==> config.mk <==
export PLATFORM = sky130hd
export DESIGN_NAME = clk_monitor
export DESIGN_NICKNAME = d
export VERILOG_FILES = /design/src/rtl/clk_monitor.sv
export SDC_FILE = /design/constraint.sdc
export NUM_CORES = 1
export LEC_CHECK = 0
export CELL_PAD_IN_SITES_DETAIL_PLACEMENT = 1
export CELL_PAD_IN_SITES_GLOBAL_PLACEMENT = 2
export CORE_MARGIN = 4
export CORE_UTILIZATION = 25
export DETAILED_ROUTE_END_ITERATION = 16
export GPL_TIMING_DRIVEN = 1
export PLACE_DENSITY_LB_ADDON = 0.1
export SYNTH_ARGS = -nofsm -noshare
export SYNTH_HDL_FRONTEND = slang
export SYNTH_SLANG_ARGS = --single-unit
==> constraint.sdc <==
create_clock -name clk -period 3.3 [get_ports clk]
set_input_delay 0.495 -clock clk [delete_from_list [all_inputs] [get_ports clk]]
set_output_delay 0.495 -clock clk [all_outputs]
set_load 0.05 [all_outputs]
==> src/rtl/clk_monitor.sv <==
// Watches one divided clock in the fast clk domain: edge-enable pulses, rise-to-rise
// period measurement, and lock/fault status with a sticky error flag.
module clk_monitor #(
  parameter int CNT_W      = 8,
  parameter int EXP_PERIOD = 4,
  parameter int TOL        = 0,
  parameter int LOCK_COUNT = 4
) (
  input  logic             clk,
  input  logic             rst,
  input  logic             slow_clk,
  input  logic             en,
  input  logic             err_clr,
  output logic             rise_pulse,
  output logic             fall_pulse,
  output logic [CNT_W-1:0] period,
  output logic             period_valid,
  output logic             locked,
  output logic             err
);

  typedef enum logic [1:0] {
    IDLE   = 2'd0,
    ACQ    = 2'd1,
    LOCKED = 2'd2
  } state_t;

  localparam logic [CNT_W-1:0]  CNT_MAX = {CNT_W{1'b1}};
  localparam logic [CNT_W-1:0]  CNT_ONE = {{(CNT_W-1){1'b0}}, 1'b1};
  localparam logic signed [CNT_W:0] EXP_S = (CNT_W+1)'(EXP_PERIOD);
  localparam logic signed [CNT_W:0] TOL_S = (CNT_W+1)'(TOL);
  localparam logic [3:0]        LOCK_N  = 4'(LOCK_COUNT);

  state_t            state_r;
  logic              s1, s2, seen_first;
  logic [CNT_W-1:0]  cnt;
  logic [3:0]        good_cnt;
  logic              rise_s, fall_s, sat_s, good_s, err_set_s;
  logic signed [CNT_W:0] diff_s, absd_s;

  // Edge detection, tolerance check and the err-set condition.
  always_comb begin
    rise_s = s1 & ~s2;
    fall_s = ~s1 & s2;
    sat_s  = (cnt == CNT_MAX);
    diff_s = $signed({1'b0, cnt}) - EXP_S;
    if (diff_s[CNT_W]) begin
      absd_s = -diff_s;
    end else begin
      absd_s = diff_s;
    end
    good_s = (absd_s <= TOL_S);
    // Losing lock, by a bad period or a stall, is the only way err gets set.
    if (en && (state_r == LOCKED)) begin
      if (rise_s) begin
        err_set_s = ~good_s;
      end else begin
        err_set_s = sat_s;
      end
    end else begin
      err_set_s = 1'b0;
    end
  end

  // Sampling, counting, lock FSM and all registered outputs.
  always_ff @(posedge clk) begin
    if (rst) begin
      s1 <= 1'b0; s2 <= 1'b0;
      cnt <= '0; good_cnt <= 4'd0; seen_first <= 1'b0;
      state_r <= IDLE;
      rise_pulse <= 1'b0; fall_pulse <= 1'b0;
      period <= '0; period_valid <= 1'b0;
      locked <= 1'b0; err <= 1'b0;
    end else begin
      s1 <= slow_clk;
      s2 <= s1;
      if (err_set_s) begin
        err <= 1'b1;
      end else if (err_clr) begin
        err <= 1'b0;
      end
      if (!en) begin
        // Soft clear; sampling keeps running so re-enable sees no fake edge.
        state_r <= IDLE;
        cnt <= '0; good_cnt <= 4'd0; seen_first <= 1'b0;
        locked <= 1'b0; period_valid <= 1'b0;
        rise_pulse <= 1'b0; fall_pulse <= 1'b0;
      end else begin
        rise_pulse   <= rise_s;
        fall_pulse   <= fall_s;
        period_valid <= 1'b0;
        if (rise_s) begin
          cnt <= CNT_ONE;
        end else if (!sat_s) begin
          cnt <= cnt + CNT_ONE;
        end
        if (rise_s && seen_first) begin
          period       <= cnt;
          period_valid <= 1'b1;
        end
        case (state_r)
          IDLE: begin
            if (rise_s) begin
              state_r    <= ACQ;
              seen_first <= 1'b1;
              good_cnt   <= 4'd0;
            end
          end
          ACQ: begin
            if (rise_s) begin
              if (good_s) begin
                good_cnt <= good_cnt + 4'd1;
                if ((good_cnt + 4'd1) == LOCK_N) begin
                  state_r <= LOCKED;
                  locked  <= 1'b1;
                end
              end else begin
                good_cnt <= 4'd0;
              end
            end else if (sat_s) begin
              state_r <= IDLE; seen_first <= 1'b0;
              locked <= 1'b0; good_cnt <= 4'd0;
            end
          end
          LOCKED: begin
            if (rise_s) begin
              if (!good_s) begin
                state_r <= ACQ; locked <= 1'b0; good_cnt <= 4'd0;
              end
            end else if (sat_s) begin
              state_r <= IDLE; seen_first <= 1'b0;
              locked <= 1'b0; good_cnt <= 4'd0;
            end
          end
          default: begin
            state_r <= IDLE;
          end
        endcase
      end
    end
  end

endmodule

==> impl_metrics.toml, run 1 <==
[place]
dp_hpwl_mm = 3.14
dp.cells = 267
port_buffers = 17
gp_congestion = 0.748
place_area_um2 = 1780

[logic_synthesis]
ys.warnings.count = 0
ys_top_cells_by_area = "dfxtp_1 (39%), nand2_1 (7.5%), ha_1 (7.3%), a21oi_1 (5.5%), nor2_1 (3.2%)"
synthCells = 180
ys_ff_latch = 30
syn_avg_cell_area_um2 = 8.58
syn-cell-area_um2 = 1540
synth.area.mux_share_pct = 0.648
synth_top_area_share_pct = 38.9
yosys.area_share.adder_pct = 7.29
synth-simple-area-share_pct = 26.5
seq_area_frac_synth_pct = 38.9
synth_top_family_by_area = "simple AND/OR/NAND/NOR gates"
synth-compound-area-share_pct = 20.1
yosys.area.top_type = "dfxtp_1"
syn-num-nets = 194
yosys.area_share.xor_xnor_pct = 2.27
synth.distinct_cells = 45

[layout]
final_nets = 213
fin_cells = 275
utilization_pct = 32.3
area_delta_synth_final_pct = 24.5
antenna_cells = 0
layout_commonest_cell = "nand2_1"
final_area_um2 = 1920
drive_above_1_share_pct = 9.50
mostFrequentLayoutCells = "nand2_1 (31), dfxtp_1 (30), a21oi_1 (17), clkdlybuf4s50_1 (17), nor2_1 (13)"

[power_and_ir_drop]
seqPwrFrac_pct = 41.5
switching_share_pct = 20.8
intPower_mw = 0.709
p_leak_nw = 0.683
power_density_nw_per_um2 = 466
power.switching_mw = 0.187
power_frac_comb_pct = 6.1
p_clk_share_pct = 52.4
peakVddDrop_mv = 0.131

[global_route]
grt_pass1_vias = 1464
grt_usage_pct = 12.8
grt_pass1_wl_mm = 7.51
grt_max_degree = 16
overflow = 0
antenna_found_initial = 0

[setup_path]
cp_slowest_cell = "clkdlybuf4s50_1"
start_kind = "input port"
path_max_fanout = 13
max_stage_delay_ns = 0.64
path_cells = "clkdlybuf4s50_1, or2b_2, a2111oi_2, o2bb2ai_1, a22o_1"
critPathBufInv = 1
critPathRequiredTime_ns = 3.53
ff2ff_path_depth = 7
cp.arrival_ns = 2.50
crit_family = "compound AO/OA/AOI/OAI gates"
path_class = "in2reg"
worst-path-stages = 5
critPathCaptureType = "flip-flop"

[timing]
rsz0062_at_grt = "false"
hold_ws_ns = 0.460
min_period_ns = 2.27
fin_crit_sh_pct = 68.8
tightestPinTransition_ns = 0.597
hold_viol = 0
relSlewSlack_pct = 60.2
fin_worst_skew_ns = 0.00512
fmax_mhz = 441
maxSlewViolCount = 0
finalSetupViolCount = 0
tns_ns = 0

[run_status]
status = "completed"

[clock_network]
postCtsSetupRepairBufs = 0
clk_latency_ns = 0.29
ctsHtreeMaxLevel = 2
cts_buffers = 5
cts.sinks = 30
clk_path_buf_depth = 2
clk_pin_slew_worst_paths_ns = 0.06
cts_resized = 0
postCtsHoldBufs = 0
cts_root_buf = "clkbuf_8"
tritoncts = "yes"

[route]
antenna_left = 0
avgViaCountPerCell = 4.93
routed_wl_mm = 4.25
dr.first_iter.drc_count = 32
post_drt_wl_per_cell_um = 15.5
first_pass_iters = 4
drc = 0
num_vias = 1357

[floorplanning]
num_rows = 28
dieArea_um2 = 7500
die_x_um = 86.6
ios = 18
chipHeight_um = 86.6
initial_core_util_pct = 25.9
core_um2 = 5960

[min_path]
hold_path_class = "reg2reg"
holdPathStages = 2

[flow_run]
maxCapViolCount = 0
==> worst min-delay path: cells and delay by family, from the launching register on <==
family / cells / cell delay [ns]
DFF: 1 / 0.31
AOI/OAI and AO/OA: 1 / 0.05
and+or+nand+nor: 1 / 0.05
==> cell usage after synthesis <==
library cell	n
a2111oi_2	1
clkbuf_8	1
or3b_2	1
or2b_2	1
o211ai_1	2
a211o_1	3
a22o_2	1
a211oi_1	1
nor4_4	1
nor4_1	2
o21ai_0	4
nor2_1	13
ha_1	9
a311o_1	1
o2bb2ai_1	1
nand3b_1	1
a21boi_0	1
or2_2	1
nand3_1	6
inv_1	10
clkbuf_1	4
nand2_1	31
a21oi_1	17
xor2_1	1
nand2b_1	1
a221oi_1	1
xnor2_1	3
o22ai_1	1
mux2i_1	1
or4b_4	1
o41ai_1	1
or4_1	1
o41ai_4	1
or4_4	1
nor2b_1	4
a21o_2	1
nor3b_1	3
a22o_1	2
a2bb2oi_1	1
nand4_1	2
dfxtp_1	30
nor3_1	5
and3_1	4
a41oi_1	1
o21ba_2	1
==> kinds of logic (layout without fill, tap and decap cells) <==
logic type / count (synthesis) / in the layout
compound gates: 42 / 42
xor+xnor: 4 / 4
fa+ha+maj: 9 / 9
buf+inv: 15 / 35
flops: 30 / 30
mux: 1 / 1
simple gates: 79 / 79
==> metal layers <==
layer  vias up  track usage [%]  wire [um]
met4         0             4.25         57
met1       647             17.3       2160
met3         7             3.04        157
met5         -                0          0
met2        24             20.0       1870
li1        679                -          -
==> final timing paths <==
kind                      end  slack (ns)      start
setup / recovery  good_cnt[1]        1.03        rst
hold / removal      period[1]        0.46  period[1]
setup reg to reg  good_cnt[1]        1.04     cnt[3]
hold reg to reg     period[1]        0.46  period[1]
==> final cells by class <==
cell class	count	area, um2
Clock buffer	6	82.6
Clock inverter	2	60.1
Fill cell	742	4030
Inverter	10	37.5
Multi-Input combinational cell	135	877
Sequential cell	30	601
Tap cell	75	93.8
Timing Repair Buffer	17	170
==> power by group through the flow <==
| stage | clock, mW | combinational (mW) | sequential, mW |
|---|---|---|---|
| floorplan | 0 | 0.0364 | 0.380 |
| global placement | 0 | 0.0541 | 0.379 |
| detailed placement | 0 | 0.0547 | 0.380 |
| CTS | 0.486 | 0.0551 | 0.371 |
| global route | 0.499 | 0.0617 | 0.372 |
| finish | 0.469 | 0.0544 | 0.371 |
==> stage by stage <==
| stage | setup slack (ns) | total power, mW |
|---|---|---|
| after floorplan | 1.31 | 0.417 |
| final | 1.03 | 0.895 |
| after global placement | 0.825 | 0.434 |
| after global routing | 0.813 | 0.933 |
| after detailed placement | 0.720 | 0.434 |
| after CTS | 0.991 | 0.912 |
==> flip-flops by register name, summed over array words and instances, names as in the netlist, 2 cells and up <==
name / cells
good_cnt: 4
period: 8
cnt: 8
state_r: 2
(Power assumes the default switching activity.)
==> run 2: changes to the inputs <==
==> constraint.sdc (replaced) <==
create_clock -name clk -period 2 [get_ports clk]
set_input_delay 0.3 -clock clk [delete_from_list [all_inputs] [get_ports clk]]
set_output_delay 0.3 -clock clk [all_outputs]
set_load 0.05 [all_outputs]
==> run 2 against run 1 <==
  * Worst setup slack got worse by 1.0 ns
  * Utilization grew 3.6 points
  * Routed wire length increased by 5.8%
  * Clock power is 66% higher
  * Clock skew is 0.0022 ns lower
  * Clock-buffer cell count unchanged
  * Non-clock buffer count grew 25
  * Combinational power rose by 100%
  * Register-to-register slack lost 1.0 ns
  * Sequential share of layout area down 3.0 points
  * Critical path depth did not move
  * Die area unchanged
==> impl_metrics.toml, run 2 (synthesis gave the netlist of run 1 again) <==
[floorplanning]
chipHeight_um = 86.6
initial_core_util_pct = 25.9
die_x_um = 86.6
dieArea_um2 = 7500
num_rows = 28
ios = 18
core_um2 = 5960

[clock_network]
ctsHtreeMaxLevel = 2
cts.sinks = 30
clk_path_buf_depth = 2
cts_root_buf = "clkbuf_8"
tritoncts = "yes"
clk_pin_slew_worst_paths_ns = 0.07
clk_latency_ns = 0.28
cts_buffers = 5

[global_route]
grt_usage_pct = 13.1
antenna_found_initial = 0
overflow = 0
grt_pass1_wl_mm = 7.77
grt_max_degree = 13
grt_pass1_vias = 1533

[layout]
utilization_pct = 35.8
final_nets = 238
final.fill_count = 716
area_delta_synth_final_pct = 38.2
antenna_cells = 0
drive_above_1_share_pct = 22.2
mostFrequentLayoutCells = "nand2_1 (30), dfxtp_1 (28), buf_4 (25)"
layout_commonest_cell = "nand2_1"
final_area_um2 = 2130
largestRegisters = "cnt: 8 flops, period: 8 flops, good_cnt: 4 flops"

[timing]
tns_ns = 0
hold_viol = 0
rsz0062_at_grt = "true"
fmax_mhz = 501
min_period_ns = 2.00
tightestPinTransition_ns = 0.504
maxSlewViolCount = 0
finalSetupViolCount = 0
fin_crit_sh_pct = 99.9
fin_worst_skew_ns = 0.00292
relSlewSlack_pct = 66.3
hold_ws_ns = 0.460

[setup_path]
critPathCaptureType = "flip-flop"
path_class = "reg2reg"
cp.arrival_ns = 2.17
path_max_fanout = 4
ff2ff_path_depth = 5
critPathRequiredTime_ns = 2.17
start_kind = "flip-flop"

[power_and_ir_drop]
peakVddDrop_mv = 0.241
power_density_nw_per_um2 = 703
p_leak_nw = 0.817

[route]
antenna_left = 0
dr.first_iter.drc_count = 40
drc = 0
num_vias = 1454
routed_wl_mm = 4.49
post_drt_wl_per_cell_um = 15.0
avgViaCountPerCell = 4.85
first_pass_iters = 3

[min_path]
holdPathStages = 2
hold_path_class = "reg2reg"

[place]
port_buffers = 17
place_area_um2 = 1960
gp_congestion = 0.752
dp_hpwl_mm = 3.51

[flow_run]
maxCapViolCount = 0

[run_status]
status = "completed"
[run 2: repair_timing]
action | in CTS | in global routing
pin swaps | 2 | 3
hold endpoints to repair | 0 | 0
buffers inserted | 0 | 1
resized for setup | 4 | 4
setup endpoints to repair | 2 | 6
hold buffers | 0 | 0
[run 2: layout make-up]
type / count / area, um2 / share of cell area (%)
Multi-Input combinational cell: 135 / 898 / 42.1
Sequential cell: 30 / 603 / 28.3
Timing Repair Buffer: 42 / 358 / 16.8
Tap cell: 75 / 93.8 / 4.40
Clock buffer: 6 / 82.6 / 3.87
Clock inverter: 2 / 60.1 / 2.82
Inverter: 10 / 37.5 / 1.76
[run 2: metal layers]
layer | up-vias | part of all wire (%) | track usage [%]
met2 | 19 | 45 | 19.9
li1 | 724 | - | -
met5 | - | 0 | 0
met3 | 4 | 3.2 | 2.47
met1 | 707 | 51 | 18.5
met4 | 0 | 0.89 | 4.25
[run 2: path summary, 6_finish.rpt]
check                 start          to  slack (ns)
setup / recovery     cnt[6]  state_r[1]       0.002
hold / removal    period[1]   period[1]        0.46
setup reg to reg     cnt[6]  state_r[1]       0.002
hold reg to reg   period[1]   period[1]        0.46
[run 2: through the flow]
stage,std cells,total power [mW],worst slack (ns)
2_1_floorplan,180,0.687,0.0121
3_3_place_gp,291,0.735,0.0366
3_5_place_dp,291,0.736,-0.00752
4_1_cts,299,1.51,0.00376
5_1_grt,300,1.55,-0.0272
6_report,300,1.50,0.00215
[run 2: power breakdown]
group	internal (mW)	switching [mW]
Sequential	0.605	0.00786
Combinational	0.0481	0.0620
Clock	0.531	0.245
[run 2: worst max-delay path, cell delays in order, from the launching register on]
cell and delay [ns]:
dfxtp_1 0.32, or4b_4 0.59, or4_4 0.54, nand2_1 0.11, nor4_1 0.06, a311o_1 0.27
==> run 3: changes to the inputs <==
--- a/config.mk
+++ b/config.mk
@@ -5,6 +5,7 @@
 export SDC_FILE = /design/constraint.sdc
 export NUM_CORES = 1
 export LEC_CHECK = 0
+export ABC_CLOCK_PERIOD_IN_PS = 2000
 export CELL_PAD_IN_SITES_DETAIL_PLACEMENT = 1
 export CELL_PAD_IN_SITES_GLOBAL_PLACEMENT = 2
 export CORE_MARGIN = 4
==> results of run 3 <==
Same layout as run 2: the final DEF is identical, and so are final timing and power.
==> variant 1 (config.mk and constraints of run 2) <==
Register the output `period` once more, cleared by the reset; this adds one clock of latency there. The other outputs are not delayed to match.
--- a/src/rtl/clk_monitor.sv
+++ b/src/rtl/clk_monitor.sv
@@ -31,4 +31,6 @@
   localparam logic signed [CNT_W:0] TOL_S = (CNT_W+1)'(TOL);
   localparam logic [3:0]        LOCK_N  = 4'(LOCK_COUNT);
+
+  logic [CNT_W-1:0] period_s0;
 
   state_t            state_r;
@@ -70,5 +72,5 @@
       state_r <= IDLE;
       rise_pulse <= 1'b0; fall_pulse <= 1'b0;
-      period <= '0; period_valid <= 1'b0;
+      period_s0 <= '0; period_valid <= 1'b0;
       locked <= 1'b0; err <= 1'b0;
     end else begin
@@ -96,5 +98,5 @@
         end
         if (rise_s && seen_first) begin
-          period       <= cnt;
+          period_s0    <= cnt;
           period_valid <= 1'b1;
         end
@@ -141,4 +143,12 @@
   end
 
+  always_ff @(posedge clk) begin
+    if (rst) begin
+      period <= '0;
+    end else begin
+      period <= period_s0;
+    end
+  end
+
 endmodule
 
Behaviour: not the same (a bounded check fails within 10 cycles, from zero or initial values and one cycle with rst high).
==> variant 1 against run 2 <==
Sequential cell count up 8. Synthesized cell count up 10%. Cell area up 2.0%. Synthesized area up 12%. Die area up 11%. Setup slack better by 150 ps. Largest power group unchanged. Critical path depth up 2. Wire length down 2.0%. Total power up 10%.
==> variant 1: results (changes against run 2) <==
synth_area_leaders: "dfxtp_1 (44%), ha_1 (6.5%), nand2_1 (6.3%)"
yosysSeqAreaShare: 0.439  # +0.0503
met2_usage: 0.178  # -0.0205
whs_ps: 452  # -7.79 ps
largestRegisters: "cnt (8), period (8), period_s0 (8)"
rrSetupSlack_ps: 160  # +150 ps
clk_pin_slew_ps: 90  # +20 ps
layout.nets: 237  # -0.42%
leakagePower_nw: 0.753  # -7.8%
outcome: "finished, final reports clean"
first_pass_iters: 4  # +1
finalClockSkew_ps: 9.23  # +6.32 ps
wl_met1_um: 2280  # -0.48%
drtIter0Drc: 42  # +5.0%
wl_met3_um: 130  # -9.1%
critPathArrivalTime_ps: 2090  # -80 ps
post_drt_wl_per_cell_um: 14.5  # -3.3%
tightest_slew_ps: 498  # -6.48 ps
via_per_inst: 4.67  # -3.6%
synth_most_common_cell: "dfxtp_1"
ys_types: 43  # -4.4%
grt_pass1_wl_um: 7570  # -2.6%
met3_usage: 0.0257  # +0.000969
synth_nets: 212  # +9.3%
grt_usage: 0.113  # -0.0176
cpPeakStageDelay_ps: 350  # -240 ps
dr_wl_met2_um: 1940  # -4.2%
synth_commonest_cells: "dfxtp_1 (38), nand2_1 (29), a21oi_1 (19)"
peakVddDrop_v: 0.000359  # +49%
-- variant 1: final timing paths --
kind | from | to | cells past startpoint
setup / recovery | cnt[2]$_SDFFE_PP0N_ | state_r[1]$_SDFFE_PP0P_ | 7
hold / removal | period_s0[6]$_SDFFE_PP0P_ | period_s0[6]$_SDFFE_PP0P_ | 2
setup reg to reg | cnt[2]$_SDFFE_PP0N_ | state_r[1]$_SDFFE_PP0P_ | 7
hold reg to reg | period_s0[6]$_SDFFE_PP0P_ | period_s0[6]$_SDFFE_PP0P_ | 2
-- variant 1: where the power goes --
part	leakage [nW]	internal, mW	switching [mW]
clock network	0.0683	0.500	0.298
registers	0.307	0.763	0.00719
logic	0.378	0.0327	0.0541
-- variant 1: kinds of logic after synthesis --
| group | share of synthesized area |
|---|---|
| AO/OA/AOI/OAI | 0.165 |
| XOR/XNOR | 0.0202 |
| adder cells (fa/ha/maj) | 0.0650 |
| buffers and inverters | 0.0477 |
| flip-flops | 0.439 |
| multiplexers | 0.0116 |
| AND/OR/NAND/NOR | 0.251 |
-- variant 1: metrics by stage --
step                      std cells  cell area, sq um  utilization  setup slack [ps]
after floorplan                 198              1730            -               268
after global placement          296              2030        0.300               118
after detailed placement        296              2030        0.300              78.4
after CTS                       304              2170        0.321              93.3
final                           304              2180        0.322               155
after global routing            304              2180        0.322              15.7
-- variant 1: area by class of cell --
type	count	area, sq um
fillers	805	4580
multi-input cells	140	898
flip-flops and latches	38	761
repair buffers	25	230
well taps	80	100
clock buffers	5	68.8
clock inverters	3	68.8
inverters	13	48.8
-- variant 1: worst reg2reg max path, stage by stage (launching register included) --
cell and delay [ps]:
dfxtp_1 350, inv_1 70, ha_1 200, xnor2_1 300, a41o_1 290, a31oi_2 150
a2111oi_2 320, a31o_1 130
==> variant 2 (flow settings as in run 2) <==
Made on the original files. `CNT_W`: 8 -> 7.
--- a/src/rtl/clk_monitor.sv
+++ b/src/rtl/clk_monitor.sv
@@ -2,5 +2,5 @@
 // period measurement, and lock/fault status with a sticky error flag.
 module clk_monitor #(
-  parameter int CNT_W      = 8,
+  parameter int CNT_W      = 7,
   parameter int EXP_PERIOD = 4,
   parameter int TOL        = 0,
Ports: changed (resized period); port bits go from 18 to 17. The function was not compared with the original's and may differ.
==> variant 2 against run 2 <==
Setup slack better by 56 ps. Wire length down 19%. Largest cell class unchanged. First-iteration DRC count down 25%. Sequential share of layout area up 2.3 points. Combinational power down 18%. Cell area down 13%. Worst hold slack better by 27 ps. Clock power down 54%. Synthesized area down 11%. Total power down 32%. Sequential cell count down 2.
==> variant 2: results (changes against run 2) <==
outcome: "finished, final reports clean"
min_path_cells: 1  # -1
rrSetupSlack_ps: 60  # +60 ps
hpwl_um: 2870  # -18%
placed_area_sq_um: 1700  # -13%
largestRegisters: "cnt (7), period (7), good_cnt (4)"
via_per_inst: 4.57  # -5.8%
post_drt_wl_per_cell_um: 14.4  # -4.1%
critPathArrivalTime_ps: 2120  # -50 ps
synth_nets: 168  # -13%
htreeDepth: 1  # -1
first_pass_iters: 4  # +1
cts_buffers: 3  # -2
synth_area_leaders: "dfxtp_1 (41%), ha_1 (8.2%), nor2_1 (6.5%)"
syn_inst: 154  # -14%
layout.nets: 199  # -16%
met3_usage: 0.0260  # +0.00132
hold_end: "good_cnt[0]$_SDFFE_PP0P_"
synth_commonest_cells: "dfxtp_1 (28), nor2_1 (24), a21oi_1 (17)"
tightest_slew_ps: 511  # +6.72 ps
drtIter0Drc: 30  # -25%
drive_gt1_frac: 0.217  # -0.00483
dp_slack_ps: -69.6  # -62.1 ps
gr-usage-met1: 0.159  # -0.0260
place.gp.congestion: 0.800  # +6.3%
clk_pin_slew_ps: 100  # +30 ps
grt_pass1_wl_um: 6330  # -19%
whs_ps: 487  # +27.3 ps
met2_usage: 0.202  # +0.00304
leakagePower_nw: 0.708  # -13%
rr_worst_depth: 9  # +4
## variant 2: cell count changes after synthesis, sizes merged, moves of 3 or more
cell / change
a211o: -3
and3: -3
nand2: -26
nor2: +11
nor3: -4
## variant 2: area by class of cell
| class | instances | area [sq um] |
|---|---|---|
| Fill cell | 601 | 3380 |
| Clock buffer | 4 | 55.1 |
| Inverter | 8 | 30.0 |
| Sequential cell | 28 | 567 |
| Multi-Input combinational cell | 113 | 837 |
| Timing Repair Buffer | 31 | 277 |
| Tap cell | 70 | 87.6 |
## variant 2: power by group
| group | switching (mW) | total (mW) | internal [mW] |
|---|---|---|---|
| logic | 0.0499 | 0.0904 | 0.0405 |
| clock network | 0.177 | 0.354 | 0.176 |
| registers | 0.00691 | 0.571 | 0.564 |
## variant 2: worst max path at each step
stage,end,slack (ps)
after floorplan,locked$_SDFFE_PP0P_,260
after global placement,locked$_SDFFE_PP0P_,9
after detailed placement,good_cnt[3]$_SDFFE_PP0P_,-70
after CTS,good_cnt[0]$_SDFFE_PP0P_,10
after global routing,locked$_SDFFE_PP0P_,-30
final,good_cnt[0]$_SDFFE_PP0P_,60
## variant 2: repair_timing
action,4_1_cts,5_1_grt
setup buffers,0,3
hold buffers,0,0
setup endpoints to repair,5,8
gates resized for setup,3,14
pin swaps,0,3
## variant 2: worst max-delay path: stages, from the launching register on
cell and delay (ps):
dfxtp_1 380, inv_1 120, ha_1 210, nand3b_1 110, buf_6 140, nor4_2 40
buf_4 150, a221o_1 360, and2_4 170, a21o_1 160
## variant 2: cells by family (layout without fill, tap and decap cells)
group | count (synthesis) | after routing | synth area share
fa+ha+maj | 9 | 9 | 0.0815
xor+xnor | 5 | 5 | 0.0371
compound gates | 38 | 38 | 0.191
mux | 3 | 3 | 0.0217
flops | 28 | 28 | 0.406
buf+inv | 13 | 43 | 0.0389
simple gates | 58 | 58 | 0.224
## variant 2: routing by layer
layer / part of all wire / up-vias
met3: 0.024 / 4
li1: - / 606
met2: 0.48 / 14
met1: 0.49 / 536
met5: 0 / -
met4: 0.0077 / 0
